--- src/rtl/base3_pkg.sv ---
// ---------------------------------------------------------------------------
// base3_pkg
// Shared definitions for the ternary-to-binary converter.
//   state_e        : converter FSM states (IDLE, EXEC, DONE)
//   DIGIT_W        : bits per packed base-3 digit
//   DIGIT_ILLEGAL  : the one 2-bit code that is not a valid ternary digit
// ---------------------------------------------------------------------------
package base3_pkg;

  typedef enum logic [1:0] {
    IDLE = 2'd0,
    EXEC = 2'd1,
    DONE = 2'd2
  } state_e;

  localparam int          DIGIT_W       = 2;
  localparam logic [1:0]  DIGIT_ILLEGAL = 2'b11;

endpackage : base3_pkg

--- src/rtl/base3_digit_mac.sv ---
// ---------------------------------------------------------------------------
// base3_digit_mac
// One Horner step of base-3 evaluation: acc_o = 3*acc_i + digit_i.
// Purely combinational.
// Ports:
//   acc_i       in  ACC_W    running accumulator
//   digit_i     in  DIGIT_W  current ternary digit (2'b11 is illegal)
//   acc_o       out ACC_W    updated accumulator
//   bad_digit_o out 1        digit_i was the illegal code
// ---------------------------------------------------------------------------
module base3_digit_mac
  import base3_pkg::*;
#(
  parameter int ACC_W = 32
) (
  input  logic [ACC_W-1:0]   acc_i,
  input  logic [DIGIT_W-1:0] digit_i,
  output logic [ACC_W-1:0]   acc_o,
  output logic               bad_digit_o
);

  logic [DIGIT_W-1:0] digitEff;

  // An illegal digit is flagged and treated as zero so the sum stays meaningful.
  always_comb begin
    bad_digit_o = (digit_i == DIGIT_ILLEGAL);
    digitEff    = bad_digit_o ? '0 : digit_i;
    acc_o       = (acc_i << 1) + acc_i + ACC_W'(digitEff);
  end

endmodule : base3_digit_mac

--- src/rtl/base3_to_base2.sv ---
// ---------------------------------------------------------------------------
// base3_to_base2
// Multi-cycle packed base-3 to unsigned binary converter. Digits are consumed
// MSB first, one per clock, using Horner evaluation (acc = 3*acc + digit).
// Ports:
//   clk       in  1           clock, rising edge
//   rst_n     in  1           asynchronous active-low reset
//   base3_no  in  2*N_DIGITS  packed ternary input, digit k at [2k+1:2k]
//   en        in  1           start request, only looked at while idle
//   base2_no  out OUT_W       low OUT_W bits of the converted value
//   ovf       out 1           converted value does not fit in OUT_W bits
//   err       out 1           at least one digit was 2'b11
//   done      out 1           one-cycle pulse when results are updated
// ---------------------------------------------------------------------------
module base3_to_base2
  import base3_pkg::*;
#(
  parameter int N_DIGITS = 16,
  parameter int OUT_W    = 16
) (
  input  logic                    clk,
  input  logic                    rst_n,
  input  logic [2*N_DIGITS-1:0]   base3_no,
  input  logic                    en,
  output logic [OUT_W-1:0]        base2_no,
  output logic                    ovf,
  output logic                    err,
  output logic                    done
);

  // 2 bits per digit is always enough headroom: 3^N < 4^N, so acc never wraps.
  localparam int ACC_W = 2 * N_DIGITS;
  localparam int CNT_W = (N_DIGITS > 1) ? $clog2(N_DIGITS) : 1;

  state_e              state_q,  state_d;
  logic [ACC_W-1:0]    shadow_q, shadow_d;
  logic [ACC_W-1:0]    acc_q,    acc_d;
  logic [CNT_W-1:0]    cnt_q,    cnt_d;
  logic                errAcc_q, errAcc_d;
  logic [OUT_W-1:0]    base2_q,  base2_d;
  logic                ovf_q,    ovf_d;
  logic                err_q,    err_d;
  logic                done_q,   done_d;

  logic [DIGIT_W-1:0]  curDigit;
  logic [ACC_W-1:0]    macAcc;
  logic                macBad;

  // Digit selected by the down-counter from the latched copy of the input.
  assign curDigit = shadow_q[{cnt_q, 1'b0} +: DIGIT_W];

  base3_digit_mac #(
    .ACC_W (ACC_W)
  ) u_mac (
    .acc_i       (acc_q),
    .digit_i     (curDigit),
    .acc_o       (macAcc),
    .bad_digit_o (macBad)
  );

  // Next-state logic. Results are only loaded on the last EXEC step, so the
  // outputs hold the previous conversion throughout a new one.
  always_comb begin
    state_d  = state_q;
    shadow_d = shadow_q;
    acc_d    = acc_q;
    cnt_d    = cnt_q;
    errAcc_d = errAcc_q;
    base2_d  = base2_q;
    ovf_d    = ovf_q;
    err_d    = err_q;
    done_d   = 1'b0;

    case (state_q)
      IDLE: begin
        if (en) begin
          shadow_d = base3_no;
          acc_d    = '0;
          errAcc_d = 1'b0;
          cnt_d    = CNT_W'(N_DIGITS - 1);
          state_d  = EXEC;
        end
      end
      EXEC: begin
        acc_d    = macAcc;
        errAcc_d = errAcc_q | macBad;
        cnt_d    = cnt_q - CNT_W'(1);
        if (cnt_q == '0) begin
          state_d = DONE;
          base2_d = macAcc[OUT_W-1:0];
          ovf_d   = |macAcc[ACC_W-1:OUT_W];
          err_d   = errAcc_q | macBad;
          done_d  = 1'b1;
        end
      end
      DONE: begin
        state_d = IDLE;
      end
      default: begin
        state_d = IDLE;
      end
    endcase
  end

  // State and output registers; reset aborts any conversion in flight.
  always_ff @(posedge clk or negedge rst_n) begin
    if (!rst_n) begin
      state_q  <= IDLE;
      shadow_q <= '0;
      acc_q    <= '0;
      cnt_q    <= '0;
      errAcc_q <= 1'b0;
      base2_q  <= '0;
      ovf_q    <= 1'b0;
      err_q    <= 1'b0;
      done_q   <= 1'b0;
    end else begin
      state_q  <= state_d;
      shadow_q <= shadow_d;
      acc_q    <= acc_d;
      cnt_q    <= cnt_d;
      errAcc_q <= errAcc_d;
      base2_q  <= base2_d;
      ovf_q    <= ovf_d;
      err_q    <= err_d;
      done_q   <= done_d;
    end
  end

  assign base2_no = base2_q;
  assign ovf      = ovf_q;
  assign err      = err_q;
  assign done     = done_q;

endmodule : base3_to_base2

--- config.mk ---
export PLATFORM = sky130hd
export DESIGN_NAME = base3_to_base2
export DESIGN_NICKNAME = d
export VERILOG_FILES = /design/src/rtl/base3_pkg.sv /design/src/rtl/base3_digit_mac.sv /design/src/rtl/base3_to_base2.sv
export SDC_FILE = /design/constraint.sdc
export NUM_CORES = 1
export LEC_CHECK = 0
export CAP_MARGIN = 30
export CELL_PAD_IN_SITES_DETAIL_PLACEMENT = 1
export CELL_PAD_IN_SITES_GLOBAL_PLACEMENT = 2
export CORE_MARGIN = 2
export CORE_UTILIZATION = 35
export CTS_CLUSTER_DIAMETER = 40
export DETAILED_ROUTE_END_ITERATION = 8
export PLACE_DENSITY_LB_ADDON = 0.15
export SLEW_MARGIN = 20
export SYNTH_ARGS = -nofsm -noshare
export SYNTH_HDL_FRONTEND = slang
export SYNTH_SLANG_ARGS = --single-unit
--- constraint.sdc ---
create_clock -name clk -period 6.15 [get_ports clk]
set_input_delay 1.845 -clock clk [delete_from_list [all_inputs] [get_ports clk]]
set_output_delay 1.845 -clock clk [all_outputs]
set_load 0.02 [all_outputs]
==> summary.md <==
| Metric | Value |
|---|---|
| Outcome | `completed` |
| Mapped Area | `5670 µm²` |
| Post-synth EDFFs | `0` |
| F_max | `0.184 GHz` |
| Post CTS Setup Buffer Count | `0` |
| Detailed-route DRC error count | `0` |
| HP Start | `shadow_q[22]` |
| Die Y | `roughly 130 µm` |
| Setup CP Type | `flip-flop to flip-flop` |
| Arr. time, crit path | `5.66 ns` |
| Vias/cell | `5.21` |
| Area contributors post-synth | `dfrtp_1, ha_1, nand2_1, o21ai_0, mux4_2` |
| # setup viols final | `0` |
| # hold bufs at CTS | `0` |
| Final Hold Viols | `0` |
| Crit. End Element | `flip-flop` |
| Yosys top cell by area | `dfrtp_1` |
| Die area | `17200 µm²` |
| Cells after synthesis | `roughly 620` |
| Worst setup SP type | `flip-flop` |
| Post-DP HPWL | `around 11 mm` |
| Crit path launch | `cnt_q[0]` |
| Worst hold path type | `flip-flop to flip-flop` |
| Most common cell in the synthesized netlist | `nand2_1` |
| Number of nets in the layout | `753` |
| Clock sink count | `90` |
| Clock-pin slew on the worst setup and hold paths | `0.07 ns` |
| CP max FO | `12` |
| Routability cong. | `0.829` |
| Largest net degree at the start of global routing | `a little under 50` |
| Yosys cell types | `54` |
| CTS Buf Count | `9` |
| Final Util | `42.4%` |
| # IOs | `54` |
| Crit path required time | `about 6.4 ns` |
| I/O Buffers | `53` |
| Sequential area share after synthesis | `39.7%` |
| Syn nets | `between 700 and 800` |
| Die width | `131 µm` |
| Area Overhead vs Synth | `18.6%` |
| Async S/R FF share, synth | `100%` |
| Final Max Slew Viols | `0` |
| Fill cell count | `1857` |
| First-pass GRT wire length | `between 20 and 30 mm` |
| Via count | `4567` |
| Floorplan row count | `46` |
| Fin crit share | `88.4%` |
| Setup TNS Final | `0 ns` |
| Syn avg cell area | `9.19 µm²` |
| TritonRoute pass-1 iters | `4` |
| Top-area cell type share of the netlist area | `39.7%` |
| Ant. Diodes | `0` |
| Final WL | `approximately 15 mm` |
| CTS H-tree depth | `3` |
| Initial Util | `35.7%` |
| Initial antenna violation count | `0` |
| Pre-CTS WS | `0.652 ns` |
| Max-Cap Viols | `0` |
| Worst slew pin tran | `0.765 ns` |
| Routed Antenna Nets | `0` |
| Post-synth top cells | `nand2_1, dfrtp_1, ha_1` |
| Top FF cell, synth | `dfrtp_1` |
| Fin crit period | `about 5.4 ns` |
| Max-slew headroom | `48.9%` |
| Synth warn | `0` |
| Number of synthesized register bits | `90` |
| Share of cells above drive strength 1 | `under 10%` |
| Final WS setup | `between 0.7 and 0.8 ns` |
| Core footprint | `15900 µm²` |
| Overflow after GRT | `0` |
| CTS Root Cell | `clkbuf_16` |
| Worst-case clock buffer depth | `2` |
| R2r startpoint | `cnt_q[0]` |
| Wirelength per Cell | `17.0 µm` |
| Worst Skew | `0.00667 ns` |
| Vias in the first global route | `4904` |
| DRT iter0 DRCs | `234` |
| Post-CTS sizing | `0` |
| CTS tree | `yes` |
| Overall routing resource usage | `between 10% and 20%` |
| Clock latency on the worst-skew pair | `0.35 ns` |
| Unrepaired setup endpoints after global routing | `false` |
[critical path, stage by stage, from the launching register on]
cell and delay (ns):
dfrtp_1 0.72, mux4_2 0.58, mux4_2 0.52, nor2b_1 0.17, fa_1 0.49, ha_1 0.18
inv_1 0.06, fa_1 0.39, nand2b_1 0.19, a21oi_2 0.21, o21bai_2 0.14, o31a_1 0.34
o21a_1 0.20, xor2_1 0.18, nand4_1 0.11, or4b_1 0.50, nor4_2 0.22, a31oi_1 0.11
[stage by stage]
step / hold slack, ns / cells / cell area, µm²
finish: 0.474 / 876 / 6730
global route: 0.504 / 876 / 6730
CTS: 0.482 / 876 / 6730
detailed placement: 0.464 / 860 / 6400
global placement: 0.461 / 859 / 6390
floorplan: 0.440 / 617 / 5670
[kinds of logic after synthesis]
logic type / count (synthesis) / synth area share, %
adder cells (fa/ha/maj): 63 / 14.2
AO/OA/AOI/OAI: 148 / 16.5
AND/OR/NAND/NOR: 229 / 17.8
flip-flops: 90 / 39.7
XOR/XNOR: 32 / 4.94
buffers and inverters: 45 / 2.98
multiplexers: 10 / 3.97
[final timing paths]
| kind | end | slack (ns) | cells past startpoint |
|---|---|---|---|
| max in group asynchronous | base2_no[12] | 3.59 | 2 |
| setup / recovery | ovf | 0.71 | 17 |
| hold / removal | shadow_q[22] | 0.47 | 2 |
| hold reg to reg | shadow_q[22] | 0.47 | 2 |
| setup reg to reg | ovf | 0.71 | 17 |
| min in group asynchronous | shadow_q[20] | 1.48 | 1 |
[cell type report]
cell class | count | area (µm²) | area share, %
clock buffers | 10 | 229 | 3.40
multi-input cells | 482 | 3250 | 48.4
clock inverters | 6 | 96.3 | 1.43
repair buffers | 58 | 573 | 8.52
well taps | 216 | 270 | 4.02
flip-flops and latches | 90 | 2250 | 33.5
inverters | 14 | 52.6 | 0.781
[layout by cell type (no fill, tap or decap), drive strengths merged, types with 14 or more instances in the layout]
| cell | Yosys | layout |
|---|---|---|
| nand2 | 144 | 144 |
| dfrtp | 90 | 90 |
| o21ai | 65 | 65 |
| ha | 61 | 61 |
| clkdlybuf4s50 | 0 | 52 |
| nand3 | 38 | 38 |
| a21oi | 30 | 30 |
| xor2 | 17 | 17 |
| inv | 14 | 17 |
| xnor2 | 15 | 15 |
| nor2 | 14 | 14 |
[routing by layer]
metal / vias to the layer above / part of all wire [%] / global-route usage, % / wire [µm]
met2: 60 / 45 / 28.3 / 6710
met1: 2234 / 51 / 25.4 / 7540
met3: 18 / 2.4 / 2.20 / 358
li1: 2255 / - / - / -
met5: - / 0 / 0 / 0
met4: 0 / 2.0 / 6.76 / 292
[registers in the layout, summed over array words and instances, names as in the netlist]
register and count:
acc_q 32, shadow_q 32, base2_no 16, cnt_q 4, state_q 2, done 1
err 1, errAcc_q 1, ovf 1
Power is left out: the tool's default activity adds up to more than one toggle a clock period on the data nets, which glitch-free logic cannot reach.
